**config.mk**
```make
export PLATFORM = sky130hd
export DESIGN_NAME = mem_port_arbiter
export DESIGN_NICKNAME = d
export VERILOG_FILES = /design/src/rtl/mem_arb_pkg.sv /design/src/rtl/rr_pick.sv /design/src/rtl/mem_port_arbiter.sv
export SDC_FILE = /design/constraint.sdc
export NUM_CORES = 1
export LEC_CHECK = 0
export BUFFER_PORTS_ARGS = -buffer_cell sky130_fd_sc_hd__clkbuf_2
export CORE_ASPECT_RATIO = 0.6
export CORE_UTILIZATION = 40
export CTS_BUF_LIST = sky130_fd_sc_hd__clkbuf_4
export DETAILED_ROUTE_END_ITERATION = 6
export PLACE_DENSITY = 0.8
export SYNTH_ARGS = -nofsm -noshare
export SYNTH_HDL_FRONTEND = slang
export SYNTH_SLANG_ARGS = --single-unit
```
**constraint.sdc**
```tcl
create_clock -name CLK -period 16.77 [get_ports CLK]
set_clock_uncertainty 0.1 [all_clocks]
set_input_delay 5.031 -clock CLK [delete_from_list [all_inputs] [get_ports CLK]]
set_output_delay 5.031 -clock CLK [all_outputs]
set_load 0.01 [all_outputs]
```
**src/rtl/mem_arb_pkg.sv**
```systemverilog
// Shared types and defaults for the memory-port arbiter.
// Provides the sequencer state type, default widths and the op encoding
// used on req_store (OP_LOAD / OP_STORE).
package mem_arb_pkg;

    localparam int unsigned DEF_NUM_REQ = 2;
    localparam int unsigned DEF_ADDR_W  = 32;
    localparam int unsigned DEF_DATA_W  = 32;
    localparam int unsigned DEF_TIMEOUT = 255;
    localparam int unsigned DEF_CNT_W   = 8;

    localparam logic OP_LOAD  = 1'b0;
    localparam logic OP_STORE = 1'b1;

    typedef enum logic [1:0] {
        IDLE,
        ISSUE,
        WAIT,
        RESP
    } state_t;

endpackage

```
**src/rtl/rr_pick.sv**
```systemverilog
// Combinational round-robin picker, reusable by any shared-port controller.
// Ports:
//   req  - request vector, one bit per requester
//   last - index of the previously served requester
//   gnt  - one-hot grant (all zero when nothing is requested)
//   idx  - binary index of the granted requester
//   any  - at least one request is pending
module rr_pick #(
    parameter int unsigned N  = 2,
    parameter int unsigned IW = $clog2(N)
) (
    input  logic [N-1:0]  req,
    input  logic [IW-1:0] last,
    output logic [N-1:0]  gnt,
    output logic [IW-1:0] idx,
    output logic          any
);

    int unsigned pos;

    // Scan last+1 .. last+N modulo N; first set bit wins.
    always_comb begin
        gnt = '0;
        idx = '0;
        any = 1'b0;
        pos = 0;
        for (int unsigned k = 1; k <= N; k++) begin
            pos = (32'(last) + k) % N;
            if (!any && req[IW'(pos)]) begin
                any            = 1'b1;
                gnt[IW'(pos)]  = 1'b1;
                idx            = IW'(pos);
            end
        end
    end

endmodule

```
**src/rtl/mem_port_arbiter.sv**
```systemverilog
// Round-robin arbiter and transaction sequencer for the shared LOAD/STORE port.
// Ports:
//   CLK, RST                      - clock, asynchronous active-high reset
//   req_valid/req_store           - per-requester request and op (1 = store)
//   req_addr/req_wdata            - packed per-requester address / store data
//   req_ready                     - one-hot accept pulse (combinational in IDLE)
//   resp_valid/resp_err/resp_rdata- one-hot completion pulse, timeout flag, load data
//   mem_addr/mem_wdata            - latched command to the memory subsystem
//   LOAD/STORE/VALID, READY       - command strobes and handshake
//   mem_done/mem_rdata            - completion pulse and load data from memory
module mem_port_arbiter
    import mem_arb_pkg::*;
#(
    parameter int unsigned NUM_REQ = DEF_NUM_REQ,
    parameter int unsigned ADDR_W  = DEF_ADDR_W,
    parameter int unsigned DATA_W  = DEF_DATA_W,
    parameter int unsigned TIMEOUT = DEF_TIMEOUT,
    parameter int unsigned CNT_W   = DEF_CNT_W
) (
    input  logic                      CLK,
    input  logic                      RST,
    input  logic [NUM_REQ-1:0]        req_valid,
    input  logic [NUM_REQ-1:0]        req_store,
    input  logic [NUM_REQ*ADDR_W-1:0] req_addr,
    input  logic [NUM_REQ*DATA_W-1:0] req_wdata,
    output logic [NUM_REQ-1:0]        req_ready,
    output logic [NUM_REQ-1:0]        resp_valid,
    output logic                      resp_err,
    output logic [DATA_W-1:0]         resp_rdata,
    output logic [ADDR_W-1:0]         mem_addr,
    output logic [DATA_W-1:0]         mem_wdata,
    output logic                      LOAD,
    output logic                      STORE,
    output logic                      VALID,
    input  logic                      READY,
    input  logic                      mem_done,
    input  logic [DATA_W-1:0]         mem_rdata
);

    localparam int unsigned IDX_W = $clog2(NUM_REQ);

    state_t             state;
    logic [IDX_W-1:0]   last_grant;
    logic [IDX_W-1:0]   cur_grant;
    logic               op;
    logic [CNT_W-1:0]   cnt;

    logic [NUM_REQ-1:0] pick_gnt;
    logic [IDX_W-1:0]   pick_idx;
    logic               pick_any;

    logic [ADDR_W-1:0]  addr_arr  [NUM_REQ];
    logic [DATA_W-1:0]  wdata_arr [NUM_REQ];

    logic [CNT_W-1:0]   cnt_inc;
    logic               active;
    logic               complete;
    logic               timed_out;

    // Unpack the per-requester buses.
    for (genvar i = 0; i < NUM_REQ; i++) begin : g_unpack
        assign addr_arr[i]  = req_addr[i*ADDR_W +: ADDR_W];
        assign wdata_arr[i] = req_wdata[i*DATA_W +: DATA_W];
    end

    rr_pick #(
        .N (NUM_REQ),
        .IW(IDX_W)
    ) u_rr_pick (
        .req (req_valid),
        .last(last_grant),
        .gnt (pick_gnt),
        .idx (pick_idx),
        .any (pick_any)
    );

    // Accept pulse comes straight from arbitration; forced low during reset.
    assign req_ready = (state == IDLE && !RST) ? pick_gnt : '0;

    // Completion needs READY in ISSUE (mem_done alone is ignored there);
    // a completion in the expiry cycle beats the timeout.
    assign cnt_inc   = cnt + CNT_W'(1);
    assign active    = (state == ISSUE) || (state == WAIT);
    assign complete  = active && mem_done && ((state == WAIT) || READY);
    assign timed_out = active && !complete && (cnt_inc == CNT_W'(TIMEOUT));

    // Sequencer: arbitration, command issue, completion/timeout, response.
    always_ff @(posedge CLK or posedge RST) begin
        if (RST) begin
            state      <= IDLE;
            last_grant <= IDX_W'(NUM_REQ - 1);
            cur_grant  <= '0;
            op         <= OP_LOAD;
            cnt        <= '0;
            resp_valid <= '0;
            resp_err   <= 1'b0;
            resp_rdata <= '0;
            mem_addr   <= '0;
            mem_wdata  <= '0;
            LOAD       <= 1'b0;
            STORE      <= 1'b0;
            VALID      <= 1'b0;
        end else begin
            resp_valid <= '0;
            case (state)
                IDLE: begin
                    resp_err <= 1'b0;
                    if (pick_any) begin
                        cur_grant <= pick_idx;
                        op        <= req_store[pick_idx];
                        mem_addr  <= addr_arr[pick_idx];
                        mem_wdata <= wdata_arr[pick_idx];
                        cnt       <= '0;
                        VALID     <= 1'b1;
                        LOAD      <= (req_store[pick_idx] == OP_LOAD);
                        STORE     <= (req_store[pick_idx] == OP_STORE);
                        state     <= ISSUE;
                    end
                end
                ISSUE, WAIT: begin
                    cnt <= cnt_inc;
                    if (complete || timed_out) begin
                        VALID      <= 1'b0;
                        LOAD       <= 1'b0;
                        STORE      <= 1'b0;
                        resp_valid <= NUM_REQ'(1) << cur_grant;
                        resp_err   <= timed_out;
                        if (timed_out) begin
                            resp_rdata <= '0;
                        end else if (op == OP_LOAD) begin
                            resp_rdata <= mem_rdata;
                        end
                        state <= RESP;
                    end else if (state == ISSUE && READY) begin
                        VALID <= 1'b0;
                        LOAD  <= 1'b0;
                        STORE <= 1'b0;
                        state <= WAIT;
                    end
                end
                RESP: begin
                    last_grant <= cur_grant;
                    state      <= IDLE;
                end
                default: state <= IDLE;
            endcase
        end
    end

endmodule

```
; ---- After elaboration in Yosys (flattened, before gate mapping)
; Index checks and enable logic that the tools add are counted.
[word_totals]
ff_bits = 115
inputBits = 168
wordCells = 101
[op_classes]
add_sub_neg = 3
magnitude_cmp = 6
eq_ne = 8
n_shift = 1
mux = 43
bitwise_logic = 3
n_reduce_logical = 24
[op_table]
columns = operator, count
row1 = two-way mux 32 bit, 8
row2 = two-way mux 1 bit, 18
row3 = two-way mux 2 bit, 8
row4 = one-hot mux 8 bit (2 select lines), 1
row5 = logical AND 1 bit, 9
row6 = adder 8 x 1 -> 8 bit (second input constant), 1
row7 = == test 8 bit (second input constant), 1
row8 = two-way mux 8 bit, 1
row9 = one-hot mux 1 bit (2 select lines), 4
row10 = AND reduction 2 bit, 4
row11 = less-than comparator 1 x 2 -> 1 bit (second input constant), 3
row12 = one-hot mux 2 bit (3 select lines), 1
row13 = AND reduction 3 bit, 2
row14 = == test 2 bit (second input constant), 2
row15 = inequality test 2 bit (second input constant), 2
row16 = zero test 1 bit, 3
row17 = logical OR 1 bit, 3
row18 = inequality test 3 bit (second input constant), 1
row19 = adder 1 bit (second input constant), 2
row20 = demux 1 bit (select 1 bit), 2
row21 = == test 2 x 1 -> 1 bit (second input constant), 1
row22 = >= comparator 1 bit (second input constant), 2
row23 = >= comparator 2 bit (second input constant), 1
row24 = zero test 2 bit, 1
row25 = other kinds (7), 7

; ---- Depth between registers and ports, before layout
[depth]
depth_word = 12
mapped_depth = 9

; ---- Hierarchy
; Synthesis repeated with hierarchy kept, for this count alone.
[unflattened]
cells_unflattened = 484
hier_area_um2 = 5253.8
[by_module_without_submodules]
columns = module, instances, cells_each, area_per_inst_um2, seq_area_each_um2
row1 = mem_port_arbiter, 1, 479, 5221.3, 2879.0
row2 = rr_pick, 1, 5, 32.5, 0.0

; ---- Worst setup path before layout
; Ideal clock, no wire load.
[synth_path]
kind = in2out
from = in RST
to = out req_ready[0]
arrival_time_ns = 7.940
setup_slack_ns = 3.699
cell_stages = 2
n_path_buf = 0
path_cell_list = inv_1 -> o2111a_1
[synth_between]
elab_chain_len = 3
[synth_rtl]
columns = element, line_no
row1 = from (decl), mem_port_arbiter.sv:21  ; input logic RST,
row2 = zero test 1 bit (no source line), -
row3 = logical AND 1 bit, mem_port_arbiter.sv:78  ; assign req_ready = (state == IDLE && !RST) ? pick_gnt : '0;
row4 = two-way mux 2 bit, mem_port_arbiter.sv:78
row5 = to (decl), mem_port_arbiter.sv:26  ; output logic [NUM_REQ-1:0] req_ready,
; Every way passes these cells.

; ---- Final worst setup path
[layout_path]
from = in req_valid[1]
to = out req_ready[1]
[layout_between]
elab_chain_len = 7
elab_cells_between_ends = 11
cone_classes = mux: 8 / bitwise: 1 / reduce/logical: 2
[layout_rtl]
columns = element, line_no
row1 = from (decl), mem_port_arbiter.sv:22  ; input logic [NUM_REQ-1:0] req_valid,
row2 = two-way mux 1 bit (implied by the code) (2 in series), rr_pick.sv:29  ; if (!any && req[IW'(pos)]) begin
row3 = two-way mux 1 bit, rr_pick.sv:29
row4 = zero test 1 bit, rr_pick.sv:29
row5 = logical AND 1 bit, rr_pick.sv:29
row6 = two-way mux 2 bit *, rr_pick.sv:29
row7 = two-way mux 2 bit *, mem_port_arbiter.sv:78
; Every way passes the cells marked *; elsewhere a longest branch is shown, timed or not. The select of a mux whose other input is x is not followed.

==> impl_results.md <==
- Final HPWL DP: 9.95 mm
- Clk buf depth: 2
- Achievable Freq: ~88 MHz
- Worst hold path type: reg -> reg
- Post-synth cell types: 44
- Net Count, Synth: 654
- Worst reg2reg endpoint: resp_rdata[27]$_DFFE_PP0P_
- Crit path required time: 11.64 ns
- Post_cts resized: 0
- Clk pin slew, worst setup/hold paths: around 0.10 ns
- Chip width: 150 microns
- Worst EP arrival: ~6.3 ns
- Drt via density: 4.86
- Max_cap viols: 0
- Clock Latency Late Sink: 0.49 ns
- Top post-synthesis cells by count: 114 x dfrtp_1, 78 x nand2_1, 78 x o21ai_0
- DR iter-0 viols: 219
- Dominant synthesized flop cell: dfrtp_1
- Buffers added on ports: 271
- RSZ-0062 raised after global routing: false
- Synth Cell Area: approximately 5300 sq um
- Leakage: about 3.8 nW
- Worst Hold End: mem_addr[16]$_DFFE_PP0P_
- Worst Setup End Kind: output pin
- Antenna-violating nets left: 0
- Critical path origin: req_valid[1]
- Final Non-Filler Cells: between 900 and 1000
- CTS sink cnt: between 100 and 150
- Setup repair bufs after CTS: 0
- Gpl congestion: 0.782
- Status: completed
- Total Power: roughly 1.2 mW
- Die Span Y: 90.8 microns
- WHS Path Cells: 2
- First-pass GRT wire length: 21.1 mm
- Largest net degree at the start of global routing: 87
- Final hold vios: 0
- Antenna diodes: 0
- Setup violators final: 0
- Vias: 4489
- Initial antenna violation count: 0
- Multi-input gate area: 2200 sq um
- Slew Limit Fails: 0
- Yosys warning total: 0
- Register area: 2880 sq um
- Synth area leaders: dfrtp_1 54%, mux2i_1 12%, o21ai_0 7.4%
- Row Count: 32
- HP Start: mem_addr[16]$_DFFE_PP0P_
- Starting density of the core: 41.0%
- CTS Hold Bufs: 0
- #FFs+latches synth: 115
- Fin crit period: 11.38 ns
- Peak VDD IR: just under 70 uV
- Vias in the first global route: 4203
- Worst r2r path cells: 6
- Critical path class: in -> out
- R2r setup slk: 13.65 ns
- Relative slew slack: between 10% and 20%
- Filler cells: 1171
- Total grt overflow: 0
- CTS tree: yes
- Ys async rst share: 100%
- H-tree lvl count: 4
- Setup TNS: 0 ns
- Area of the core: about 13000 sq um
- CTS Buf Count: 17
- Syn_area_per_cell: between 10 and 15 sq um
- All-Layer GR Usage: between 20% and 30%
- Sequential element share of the synthesized area: 54.8%
- Io pins: 272
- Post-synth EDFFs: 0
- Min Hold Slack: 0.388 ns
- Die ar.: 13600 sq um
- Final period utilization: 67.8%
- Share of cells above drive strength 1: between 40 and 50%
- Top-count cell post-synth: dfrtp_1
- Placed insts: about 900
- Drt total wl: 13.5 mm
- Final nets: a little over 900
- First-pass detailed-route iteration total: 7
- PwrDens: 166 nW/um^2
- CP Max Fanout: 18
- Syn Inst Count: 479
- Yosys top cell by area: dfrtp_1
- DRC violation count after routing: 0
- Final Core Density: 54.7%
- Slew @ Worst Pin: 1.24 ns
- Worst r2r src: state[0]$_DFFE_PP0P_
- Share of the synthesized area in the top cell type: 54.3%
- Startpoint type of the worst setup path: input pin
- Area growth from synthesis to layout: 33.4%
- WL per Instance: about 15 microns
- CTS root buffer: clkbuf_4
-- state kept, by name, indices dropped and copies added (netlist names) --
signal,count
LOAD,1
STORE,1
VALID,1
cnt,8
cur_grant,1
last_grant,1
mem_addr,32
mem_wdata,32
op,1
resp_err,1
resp_rdata,32
resp_valid,2
state,2
-- critical path, stage by stage --
cell and delay (ns):
clkbuf_2 0.14, inv_1 0.09, a21oi_4 0.61, and3_1 0.24, clkbuf_2 0.13
-- logic make-up after synthesis --
kind of cell,after synthesis,share of synthesized area [%]
AOI/OAI and AO/OA,136,16.9
adders and majority gates,7,1.67
buffers and inverters,39,3.93
DFF,115,54.8
muxes,69,13.2
and+or+nand+nor,113,9.55
-- per-stage QoR --
stage | cell area, sq um | worst slack (ns)
floorplan | 5260 | 3.70
detailed placement | 6700 | 5.39
global route | 7010 | 5.31
finish | 7010 | 5.39
CTS | 7010 | 5.39
global placement | 6700 | 5.43
-- how the worst max path moves through the flow --
stage	cells past startpoint	endpoint
2_1_floorplan	2	req_ready[0]
3_3_place_gp	5	req_ready[1]
3_5_place_dp	5	req_ready[1]
4_1_cts	5	req_ready[1]
5_1_grt	5	req_ready[1]
6_report	5	req_ready[1]
-- cells in the final DEF, fill, tap and decap left out, types with 3 or more instances in the layout --
master	n
a21oi_1	4
a22o_1	35
a22o_2	3
buf_4	3
bufinv_16	4
clkbuf_2	271
clkbuf_4	17
clkinv_2	3
clkinvlp_4	4
dfrtp_1	114
ha_1	7
inv_1	6
mux2_2	4
mux2i_1	65
nand2_1	78
nand2b_1	5
nand3_1	5
nor2_1	10
o21ai_0	77
-- area by class of cell --
| type | count | share of cell area, % |
|---|---|---|
| Timing Repair Buffer | 274 | 19.7 |
| Inverter | 7 | 0.410 |
| Clock buffer | 17 | 1.82 |
| Multi-Input combinational cell | 325 | 31.3 |
| Tap cell | 170 | 3.03 |
| Sequential cell | 115 | 41.1 |
| Clock inverter | 15 | 2.71 |
-- per-layer routing --
layer | share of wire, % | vias up | GRT usage, %
met4 | 1.1 | 0 | 7.24
met2 | 47 | 161 | 32.6
met3 | 7.4 | 15 | 6.16
met5 | 0 | - | 0
met1 | 45 | 2081 | 25.6
li1 | - | 2232 | -
-- report_power, final --
| part | internal, mW | switching, mW |
|---|---|---|
| clock | 0.117 | 0.107 |
| sequential | 0.401 | 0.0738 |
| combinational | 0.199 | 0.267 |
| total | 0.717 | 0.448 |
No activity file was read; power rests on OpenSTA's default activity.
